`src/rtl/counter.sv`:
```
// -----------------------------------------------------------------------------
// counter
//
// Start-triggered cycle counter for the MMU datapath. A one-cycle start_i
// request arms the block. It then counts COUNT_NUM clock cycles and raises
// done_o for exactly one cycle. This is a control-side helper and carries no
// data.
//
// Parameters:
//   COUNT_NUM : number of clock cycles from an accepted start to done_o
//               (legal range 1..65535)
//   CNT_W     : (localparam) width of the internal cycle counter
//
// Ports:
//   clk     : rising-edge clock
//   rst_n   : asynchronous active-low reset (IDLE, cnt=0, done_o=0)
//   start_i : start request, sampled on the rising clk edge
//   done_o  : registered completion pulse, one cycle wide
//
// Build option:
//   COUNTER_RETRIGGER_EN : when defined, start_i in RUN or DONE restarts the
//                          count, so done_o fires COUNT_NUM cycles after the
//                          latest accepted start. When undefined, start_i is
//                          ignored outside IDLE.
// -----------------------------------------------------------------------------
module counter #(
  parameter int COUNT_NUM = 16
) (
  input  logic clk,
  input  logic rst_n,
  input  logic start_i,
  output logic done_o
);

  localparam int CNT_W = $clog2(COUNT_NUM + 1);

  localparam logic [CNT_W-1:0] CNT_MAX  = CNT_W'(COUNT_NUM);
  localparam logic [CNT_W-1:0] CNT_ONE  = CNT_W'(1);
  localparam logic [CNT_W-1:0] CNT_ZERO = '0;

  // With a one-cycle count there is nothing to time, so an accepted start
  // jumps straight to DONE and RUN is never entered.
  localparam bit ONE_SHOT = (COUNT_NUM == 1);

  typedef enum logic [1:0] {
    IDLE = 2'b00,
    RUN  = 2'b01,
    DONE = 2'b10
  } state_t;

  state_t           r_state;
  logic [CNT_W-1:0] r_cnt;
  logic             r_done;

  // The output comes straight from a flop, so there is no combinational
  // path from start_i to done_o.
  assign done_o = r_done;

  // Single state machine. It holds the state, the cycle counter and the
  // registered done pulse.
  // In RUN the counter holds the number of cycles since the accepting edge.
  // When it reaches COUNT_NUM on an edge, that edge moves the machine to
  // DONE and raises done_o.
  // The unused encoding 2'b11 falls into the default branch and recovers to
  // IDLE with done_o low.
  always_ff @(posedge clk or negedge rst_n) begin
    if (!rst_n) begin
      r_state <= IDLE;
      r_cnt   <= CNT_ZERO;
      r_done  <= 1'b0;
    end else begin
      case (r_state)
        IDLE: begin
          if (start_i) begin
            if (ONE_SHOT) begin
              r_state <= DONE;
              r_cnt   <= CNT_ZERO;
              r_done  <= 1'b1;
            end else begin
              r_state <= RUN;
              r_cnt   <= CNT_ONE;
              r_done  <= 1'b0;
            end
          end else begin
            r_state <= IDLE;
            r_cnt   <= CNT_ZERO;
            r_done  <= 1'b0;
          end
        end

        RUN: begin
`ifdef COUNTER_RETRIGGER_EN
          // A fresh start has priority over finishing. It restarts the
          // count from the accepting edge.
          if (start_i) begin
            r_state <= RUN;
            r_cnt   <= CNT_ONE;
            r_done  <= 1'b0;
          end else if (r_cnt == CNT_MAX) begin
            r_state <= DONE;
            r_cnt   <= CNT_ZERO;
            r_done  <= 1'b1;
          end else begin
            r_state <= RUN;
            r_cnt   <= r_cnt + CNT_ONE;
            r_done  <= 1'b0;
          end
`else
          if (r_cnt == CNT_MAX) begin
            r_state <= DONE;
            r_cnt   <= CNT_ZERO;
            r_done  <= 1'b1;
          end else begin
            r_state <= RUN;
            r_cnt   <= r_cnt + CNT_ONE;
            r_done  <= 1'b0;
          end
`endif
        end

        DONE: begin
`ifdef COUNTER_RETRIGGER_EN
          // Restarting out of DONE cuts nothing short, because done_o has
          // already been high for this whole cycle.
          if (start_i) begin
            if (ONE_SHOT) begin
              r_state <= DONE;
              r_cnt   <= CNT_ZERO;
              r_done  <= 1'b1;
            end else begin
              r_state <= RUN;
              r_cnt   <= CNT_ONE;
              r_done  <= 1'b0;
            end
          end else begin
            r_state <= IDLE;
            r_cnt   <= CNT_ZERO;
            r_done  <= 1'b0;
          end
`else
          r_state <= IDLE;
          r_cnt   <= CNT_ZERO;
          r_done  <= 1'b0;
`endif
        end

        default: begin
          r_state <= IDLE;
          r_cnt   <= CNT_ZERO;
          r_done  <= 1'b0;
        end
      endcase
    end
  end

endmodule

```
`config.mk`:
```
export PLATFORM = sky130hd
export DESIGN_NAME = counter
export DESIGN_NICKNAME = d
export VERILOG_FILES = /design/src/rtl/counter.sv
export SDC_FILE = /design/constraint.sdc
export NUM_CORES = 1
export LEC_CHECK = 0
export BUFFER_PORTS_ARGS = -buffer_cell sky130_fd_sc_hd__buf_2
export CORE_AREA = 2 2 39 41
export DETAILED_ROUTE_END_ITERATION = 8
export DIE_AREA = 0 0 41 43
export PLACE_DENSITY = 0.4
export SKIP_CTS_REPAIR_TIMING = 1
export SYNTH_ARGS = -nofsm -noshare
export SYNTH_HDL_FRONTEND = slang
export SYNTH_SLANG_ARGS = --single-unit
```
`constraint.sdc`:
```
create_clock -name clk -period 1.28 [get_ports clk]
set_clock_uncertainty 0.05 [all_clocks]
set_input_delay 0.256 -clock clk [delete_from_list [all_inputs] [get_ports clk]]
set_output_delay 0.256 -clock clk [all_outputs]
set_load 0.01 [all_outputs]
```
Yosys cells after proc, flatten, opt, wreduce, memory -nomap -nowiden

Index checks and enable logic that the tools add are counted.
Widths: inputs -> output; s select.

Output and inout port bits: 1
Input port bits: 3
Register bits after elaboration: 8

Add/subtract/negate cells: 1
Reductions and logical operators: 1
Muxes and demuxes: 8
Equal/unequal tests: 2

Operator list:

| operator            | number |
|---|---|
| $pmux 5 s2          | 1 |
| $add 5x1->5 const B | 1 |
| $eq 5x5->1 const B  | 1 |
| $mux 5              | 1 |
| $mux 1              | 4 |
| $pmux 2 s2          | 1 |
| $eq 2x1->1 const B  | 1 |
| $logic_not 2->1     | 1 |
| $mux 2              | 1 |

Logic depth before layout (Yosys ltp)

Gate-level depths: netlist (run 1).

Depth in word-level cells: 3
Gate-level depth with buffers: 5
Mapped depth without buffers: 5

Worst setup path after synthesis (run 1)

OpenSTA, ideal clock, no wires.

Path kind: reg2reg
Start point: reg r_cnt[0]
End point: reg r_cnt[4]
Buffers on the path: 0
Path slack: 199 ps
Cell stages (with the launch flop): 5
Data required time: 1111 ps
Data arrival time: 912 ps
Setup time: 119 ps
Cell sequence: dfrtp_1 ha_1 nand3_1 xor2_1 nor2_2

Cells in the longest elaborated chain, start to end: 3

Ends and longest elaborated chain:

| what                                             | RTL line | source |
|---|---|---|
| from (decl)                                      | 52       | `logic [CNT_W-1:0] r_cnt;` |
| from (signal assigned)                           | 115      | `r_cnt <= r_cnt + CNT_ONE;` |
| $add 5x1->5 / $eq 5x5->1 (equally long branches) | 115, 109 |  |
| $mux 5 *                                         | 109      | `if (r_cnt == CNT_MAX) begin` |
| $pmux 5 s2 *                                     | 72       | `case (r_state)` |

Mark *: on every way between the ends. The rest lies on a longest branch, timed or not.

Worst setup path in the final report (run 1)

Ends and elaborated chain as after synthesis.

==> metrics.md, run 1 <==
| Metric | Value |
|---|---|
| Outcome | completed |
| Setup Viol. Count Final | 0 |
| Max-Cap Viols | 0 |
| PnR worst setup slack | 0.123 ns |
| Num rows | 14 |
| Initial antenna violation count | 0 |
| Vias in the first global route | 242 |
| Startpoint types | flop |
| CTS tree | yes |
| Setup TNS | 0 ns |
| Antenna diodes | 0 |
| Final Cycle Share | 90.4% |
| Critical Path Start | r_cnt[0] |
| Endpoints failing hold | 0 |
| WS Path Type | reg -> reg |
| Slew HR | 87.9% |
| Core ar. | 0.00138 mm2 |
| Reg clk slew, reported paths | 0.04 ns |
| #FFs+latches synth | 7 |
| RSZ-0062 raised after global routing | no |
| Worst path arrival time | 1.24 ns |
| Pre-CTS setup slack | 0.122 ns |
| CP Capture Point | r_cnt[4] |
| Via density | 4.15 |
| Clock Latency Late Sink | 0.25 ns |
| Psw | 323 uW |
| Cell variety after synth | 15 |
| Crit path time final | 1.16 ns |
| Worst reg2reg path depth | 4 |
| Sequential share of power | 43.6% |
| First-pass GRT wire length | 966 um |
| Layout area overhead | 20.7% |
| Final antenna-violating net count | 0 |
| Critical R2R Launch | r_cnt[0] |
| Starting Density | 24.9% |
| Pwr/cell area | 2220 mW/mm2 |
| Synth warnings | 0 |
| RR Endpoint | r_cnt[4] |
| Total track usage | 8.73% |
| Overflow after GRT | 0 |
| Drt pass-1 iters | 2 |
| # DRC | 0 |
| WL final | 508 um |
| GP Congestion | 0.731 |
| Mapped cell area | 344 um2 |
| Worst Path Required | 1.36 ns |
| Clock sink total | 7 |
| Detailed Place HPWL | 419 um |
| Clock share of power | 21.1% |
| Root buffer cell | clkbuf_4 |
| Clock tree buffer depth | 2 |
| Die Y | 43 um |
| Post-Syn Area per Cell | 11.9 um2 |
| CTS Buf Count | 3 |
| Comb power frac | 35.3% |
| Slew Viols, Final | 0 |
| Largest net degree at the start of global routing | 8 |
| Leak Pwr | 0.196 nW |
| Largest fanout on the critical path | 4 |
| Die Wd | 41 um |
| Fmax | 865 MHz |
| Die area | 0.00176 mm2 |
| Nets | 43 |
| CP endpoint kind | flop |
| Via Count | 220 |
| Syn nets | 34 |
| IO Pins | 4 |
| Post-synthesis sequential area ratio | 50.9% |
| Internal | 600 uW |
| Worst VDD drop | 0.000701 V |
| Post-Syn Instances | 29 |
| Switching share of power | 35.0% |
| Port Buffers | 3 |
| Wire length per cell | 9.58 um |
| Starting DRT DRC Count | 3 |
| Hold crit path type | in -> reg |
| Share of layout cells above drive strength 1 | 32.4% |
| Worst slew pin tran | 0.180 ns |
| H-tree depth | 1 |
| Tot Pwr | 923 uW |
| Flop2flop setup slack | 0.12 ns |
## power by group through the flow
| stage | sequential, mW | clock [mW] | combinational (mW) |
|---|---|---|---|
| after floorplan | 0.388 | 0 | 0.276 |
| after global placement | 0.407 | 0 | 0.339 |
| after detailed placement | 0.406 | 0 | 0.329 |
| after CTS | 0.402 | 0.203 | 0.335 |
| after global routing | 0.417 | 0.219 | 0.378 |
| final | 0.402 | 0.195 | 0.326 |
## cell families after synthesis
kind of cell / after synthesis / share of synthesized area (%)
flops: 7 / 50.9
simple gates: 14 / 29.5
buf+inv: 2 / 2.18
xor+xnor: 3 / 7.64
fa+ha+maj: 2 / 7.27
compound gates: 1 / 2.55
## cell type report
type	instances	area (um2)
Sequential cell	7	175
Fill cell	145	968
Multi-Input combinational cell	20	161
Clock buffer	4	26.3
Tap cell	16	20.0
Inverter	2	7.51
Timing Repair Buffer	4	25.0
## layer usage
| layer | vias to the layer above | GRT usage, % | part of all wire, % |
|---|---|---|---|
| li1 | 108 | - | - |
| met1 | 106 | 9.00 | 39 |
| met2 | 4 | 12.8 | 56 |
| met3 | 2 | 1.57 | 3.3 |
| met4 | 0 | 10.0 | 2.0 |
| met5 | - | 0 | 0 |
## sequential cells by signal, summed over array words and instances (netlist names)
register and count:
r_cnt 5, done_o 1, r_state 1
## cells in the mapped netlist
cell type | n | area share, %
ha_1 | 2 | 7.3
nand2_1 | 2 | 2.2
and2b_2 | 1 | 2.5
xor2_1 | 2 | 5.1
dfrtp_1 | 7 | 51
nor2_2 | 2 | 3.6
nand2b_1 | 1 | 1.8
nand4bb_4 | 1 | 8.0
o21ai_2 | 1 | 2.5
xnor2_1 | 1 | 2.5
inv_1 | 2 | 2.2
and2_1 | 1 | 1.8
nand3_1 | 2 | 2.9
nand2_4 | 1 | 3.3
nor2_1 | 3 | 3.3
## critical path, stage by stage (launching register included)
cell and delay [ns]:
dfrtp_1 0.41, ha_1 0.25, nand3_1 0.10, xor2_1 0.19, nor2_2 0.05
## layout by cell type, fill, tap and decap left out, drive strengths merged
master,n
nand4bb,1
dfrtp,7
nor2,5
xor2,2
nand3,2
ha,2
nand2b,1
nand2,3
xnor2,1
o21ai,1
and2,1
and2b,1
dlygate4sd3,1
clkbuf,4
inv,2
buf,3
## through the flow
step                utilization (%)  instance area (um2)  hold WS, ns  instances
floorplan                         -                  344      -0.0896         29
global placement               27.4                  379       0.0410         48
detailed placement             27.4                  379       0.0475         48
CTS                            29.3                  405       -0.225         52
global route                   30.0                  415        0.213         53
finish                         30.0                  415        0.190         53
## how the worst min path moves through the flow
stage | from | slack [ns] | endpoint | cells after the start
after global routing | start_i | 0.21 | r_cnt[0] | 3
after floorplan | rst_n | -0.09 | done_o | 0
final | start_i | 0.19 | r_cnt[0] | 3
after detailed placement | rst_n | 0.05 | r_cnt[1] | 1
after CTS | rst_n | -0.23 | r_cnt[1] | 1
after global placement | rst_n | 0.04 | done_o | 1
Note: power is estimated with default switching activity, not from simulation.
==> run 2, diff against run 1 <==
- ABC_AREA: not set -> 1
- PLACE_DENSITY: 0.4 -> 0.48
- RECOVER_POWER: not set -> 50
==> run 2 against run 1 <==
Against the previous run: register-to-register slack better by 0.05 ns; sequential power decreased by 5.0%; hold slack got worse by 0.0036 ns; clock power barely moved; critical path type is now reg -> out.
==> metrics.md, run 2 <==
| Metric | Value |
|---|---|
| Post-Syn Area per Cell | 8.33 um2 |
| Slowest cell on crit path | dfrtp_1 |
| Starting Density | 24.7% |
| Fillers | 151 |
| CP endpoint kind | primary output |
| Worst Path Required | 0.97 ns |
| Clock Latency Late Sink | 0.25 ns |
| Post-synth top area share | 51.3% |
| WL met1 | 295 um |
| Clock sink total | 7 |
| Post-synthesis sequential area ratio | 51.3% |
| Outcome | completed |
| Most common cell in the netlist | nor2_1 |
| Final antenna-violating net count | 0 |
| Clock tree buffer depth | 2 |
| Die area | 0.00176 mm2 |
| Startpoint types | flop |
| CP delay by family, top | flip-flops |
| Layout area overhead | 20.5% |
| Commonest non-fill, non-tap cell in the layout | nor2_1 |
| Largest net degree at the start of global routing | 8 |
| Post-Syn Instances | 41 |
| Wire length per cell | 8.55 um |
| Total track usage | 9.49% |
| Via density | 3.83 |
| # DRC | 0 |
| #FFs+latches synth | 7 |
| Starting DRT DRC Count | 4 |
| Pwr/cell area | 2180 mW/mm2 |
| CTS tree | yes |
| Drt pass-1 iters | 4 |
| Fmax | 893 MHz |
| Post-Layout Cell Count | 65 |
| Routed wl met3 | 29 um |
| Largest fanout on the critical path | 3 |
| Max stage delay on crit path | 0.41 ns |
| Endpoints failing hold | 0 |
| Final Cycle Share | 87.4% |
| Largest cells by area after synthesis | dfrtp_1 (51%), nor2_1 (9.9%), inv_1 (8.8%) |
| Leading area contributor after synthesis | dfrtp_1 |
| Synth warnings | 0 |
| Main synth FF type | dfrtp_1 |
| Metal2 WL | 231 um |
| RSZ-0062 raised after global routing | no |
| Highest Signal Layer | met3 |
| Max-Cap Viols | 0 |
| CTS Buf Count | 3 |
| GP Congestion | 0.678 |
| Die Y | 43 um |
| Commonest cells in the netlist | nor2_1 (9), inv_1 (8), dfrtp_1 (7), nand2_1 (7), nand3_1 (5) |
| Initial antenna violation count | 0 |
| Slew HR | 73.6% |
| Share of layout cells above drive strength 1 | 14.3% |
| Root buffer cell | clkbuf_4 |
| Core ar. | 0.00138 mm2 |
| Mapped cell area | 342 um2 |
| WP buf/inv | 1 |
| Ys async rst share | 100% |
| Worst slew pin tran | 0.396 ns |
| IO Pins | 4 |
| Detailed Place HPWL | 422 um |
| First-pass GRT wire length | 1.06 mm |
| Post-synth EDFFs | 0 |
| Cell breakdown of the critical path | buf_2 |
| H-tree depth | 1 |
| Worst VDD drop | 0.000787 V |
| Setup TNS | 0 ns |
| Most frequent cells in the layout | nor2_1 (9), inv_1 (8), nand2_1 (7), dfrtp_1 (7), nand3_1 (5) |
| Crit path time final | 1.12 ns |
| Num rows | 14 |
| Cell variety after synth | 9 |
| Max reg flops | 5 |
| Reg clk slew, reported paths | 0.05 ns |
| Top reg by flops | r_cnt |
| Setup Viol. Count Final | 0 |
| Antenna diodes | 0 |
| Via Count | 249 |
| Leak Pwr | 0.240 nW |
| Hold crit path type | in -> reg |
| Nets | 55 |
| WL final | 556 um |
| Vias in the first global route | 248 |
| Port Buffers | 3 |
| Syn nets | 46 |
| Overflow after GRT | 0 |
| Die Wd | 41 um |
| WS Path Type | reg -> out |
| Placed insts | 60 |
| Worst path arrival time | 0.81 ns |
| Slew Viols, Final | 0 |
-- run 2: cell count changes in the layout (fill, tap and decap cells not counted), sizes merged, moves of 2 or more --
cell / before / now
xor2: 2 / 0
nand2: 3 / 8
inv: 2 / 8
nor2: 5 / 10
nand3: 2 / 5
-- run 2: metrics by stage --
| stage | power (mW) | hold WS (ns) | setup slack (ns) | area [um2] | utilization [%] |
|---|---|---|---|---|---|
| final | 0.898 | 0.186 | 0.161 | 412 | 29.7 |
| after floorplan | 0.634 | -0.0896 | 0.272 | 342 | - |
| after CTS | 0.911 | -0.216 | 0.148 | 403 | 29.1 |
| after global placement | 0.705 | 0.0538 | 0.175 | 377 | 27.2 |
| after detailed placement | 0.704 | 0.0539 | 0.174 | 377 | 27.2 |
| after global routing | 1.01 | 0.200 | 0.0194 | 412 | 29.7 |
-- run 2: kinds of logic after synthesis --
logic type / Yosys count / synth area share [%]
xor+xnor: 1 / 2.56
simple gates: 23 / 30.0
buf+inv: 8 / 8.79
flops: 7 / 51.3
fa+ha+maj: 2 / 7.32
-- run 2: area by class of cell --
class                   count  area [um2]  area share [%]
flip-flops and latches      7         175            42.6
multi-input cells          26         136            33.1
inverters                   8        30.0            7.29
clock buffers               4        26.3            6.38
repair buffers              4        23.8            5.78
well taps                  16        20.0            4.86
-- run 2: power by group --
| group | internal [mW] | switching (mW) | total, mW | leakage, nW |
|---|---|---|---|---|
| clock network | 0.119 | 0.0791 | 0.198 | 0.0150 |
| registers | 0.314 | 0.0684 | 0.382 | 0.0867 |
| logic | 0.134 | 0.184 | 0.318 | 0.138 |
-- run 2: path summary, 6_finish.rpt --
check                                 from    endpoint  slack, ns  cells past startpoint
worst min register to register  r_state[0]  r_state[0]       0.50                      3
worst max-delay path                done_o      done_o       0.16                      1
worst min-delay path               start_i  r_state[0]       0.19                      3
worst max register to register    r_cnt[0]    r_cnt[2]       0.17                      7
max in group asynchronous            rst_n    r_cnt[0]       0.51                      2
min in group asynchronous            rst_n    r_cnt[4]       0.39                      2
-- run 2: metal layers --
metal,GRT usage [%],vias to the layer above
met4,8.00,0
met2,10.9,6
met1,13.4,106
met5,0,-
li1,-,137
met3,3.14,0
==> run 3, diff against run 2 <==
- CTS_CLUSTER_SIZE: not set -> 10
- RECOVER_POWER: 50 -> not set
==> run 3 against run 2 <==
Against the previous run: non-clock buffer count stayed put; critical endpoint unchanged; highest routed layer unchanged; largest power group unchanged; flip-flop and latch count unchanged; via count unchanged.
==> metrics.md, run 3 (synthesis gave the netlist of run 2 again) <==
| Metric | Value |
|---|---|
| Outcome | completed |
| IO Pins | 4 |
| DP Area | 377 um2 |
| Hold crit path type | in -> reg |
| Largest fanout on the critical path | 3 |
| Crit path time final | 1.12 ns |
| Die Y | 43 um |
| First-pass GRT wire length | 1.06 mm |
| Leak Pwr | 0.243 nW |
| H-tree depth | 1 |
| Max-Cap Viols | 0 |
| Worst VDD drop | 0.000787 V |
| RSZ-0062 raised after global routing | no |
| Antenna diodes | 0 |
| Top reg by flops | r_cnt |
| Layout area overhead | 20.9% |
| Num rows | 14 |
| Via Count | 249 |
| Starting DRT DRC Count | 4 |
| Startpoint types | flop |
| Reg clk slew, reported paths | 0.05 ns |
| Die Wd | 41 um |
| Port Buffers | 3 |
| WL final | 558 um |
| Clock Latency Late Sink | 0.25 ns |
| Final Cycle Share | 87.4% |
| Worst path depth | 1 |
| Flop2flop setup slack | 0.17 ns |
| Worst slew pin tran | 0.168 ns |
| Most frequent cells in the layout | nor2_1 (9), inv_1 (8), nand2_1 (7), dfrtp_1 (7), nand3_1 (5) |
| Overflow after GRT | 0 |
| Endpoints failing hold | 0 |
| Share of layout cells above drive strength 1 | 16.3% |
| WS Path Type | reg -> out |
| Slew HR | 88.8% |
| Max reg flops | 5 |
| Via density | 3.83 |
| Multi-input logic area | 136 um2 |
| Seq. cell area | 175 um2 |
| Worst reg2reg path depth | 7 |
| Slowest cell on crit path | dfrtp_1 |
| Clock sink total | 7 |
| Fillers | 153 |
| Worst path arrival time | 0.81 ns |
| Commonest non-fill, non-tap cell in the layout | nor2_1 |
| Root buffer cell | clkbuf_4 |
| Fmax | 893 MHz |
| Initial antenna violation count | 0 |
| Final hold slack | 0.186 ns |
| WP buf/inv | 1 |
| Wire length per cell | 8.58 um |
| Largest net degree at the start of global routing | 8 |
| Worst Path Required | 0.97 ns |
| Drt pass-1 iters | 4 |
| Pwr/cell area | 2180 mW/mm2 |
| Critical Path Start | done_o |
| Max stage delay on crit path | 0.41 ns |
| Detailed Place HPWL | 422 um |
| Final antenna-violating net count | 0 |
| CTS tree | yes |
| Core ar. | 0.00138 mm2 |
| CP Capture Point | done_o |
| CP delay by family, top | flip-flops |
| Cell breakdown of the critical path | buf_2 |
| Setup Viol. Count Final | 0 |
| Design area | 413 um2 |
| Nets | 55 |
| # DRC | 0 |
| GP Congestion | 0.678 |
| Total track usage | 9.49% |
| Clock tree buffer depth | 2 |
| Setup TNS | 0 ns |
| Starting Density | 24.7% |
| CTS Buf Count | 3 |
| CP endpoint kind | primary output |
| Worst Hold Launch | start_i |
| Die area | 0.00176 mm2 |
| Slew Viols, Final | 0 |
| Critical R2R Launch | r_cnt[0] |
| Vias in the first global route | 248 |
| RR Endpoint | r_cnt[2] |
==> run 3: where the power goes <==
group	internal, mW	switching (mW)	total (mW)
clock network	0.119	0.0791	0.198
logic	0.134	0.184	0.318
registers	0.314	0.0684	0.382
==> run 3: area by class of cell <==
type | instances | share of cell area (%)
Clock buffer | 4 | 6.36
Inverter | 8 | 7.27
Multi-Input combinational cell | 26 | 33.0
Tap cell | 16 | 4.85
Sequential cell | 7 | 42.4
Timing Repair Buffer | 4 | 6.06
==> run 3: per-stage QoR <==
stage	setup slack (ns)	cells	utilization [%]	total power, mW
2_1_floorplan	0.272	41	-	0.634
6_report	0.161	65	29.8	0.898
3_5_place_dp	0.174	60	27.2	0.704
5_1_grt	0.0194	65	29.8	1.01
4_1_cts	0.148	64	29.1	0.911
3_3_place_gp	0.175	60	27.2	0.705
==> run 3: how the worst min path moves through the flow <==
stage | end | slack (ns) | cells past startpoint
after detailed placement | r_cnt[4] | 0.05 | 1
after floorplan | done_o | -0.09 | 0
after global placement | r_cnt[4] | 0.05 | 1
after global routing | r_cnt[0] | 0.20 | 3
final | r_state[0] | 0.19 | 3
after CTS | r_cnt[4] | -0.22 | 1
==> run 3: tightest hold or removal path, cell delays in order <==
cell,delay (ns)
buf_2,0.07
nand2_1,0.06
nand2_1,0.06
==> run 3: metal layers <==
| layer | GRT usage (%) | up-vias | wire length (um) |
|---|---|---|---|
| met5 | 0 | - | 0 |
| met4 | 8.00 | 0 | 0 |
| met3 | 3.14 | 0 | 29 |
| met2 | 10.9 | 6 | 231 |
| met1 | 13.4 | 106 | 297 |
| li1 | - | 137 | - |
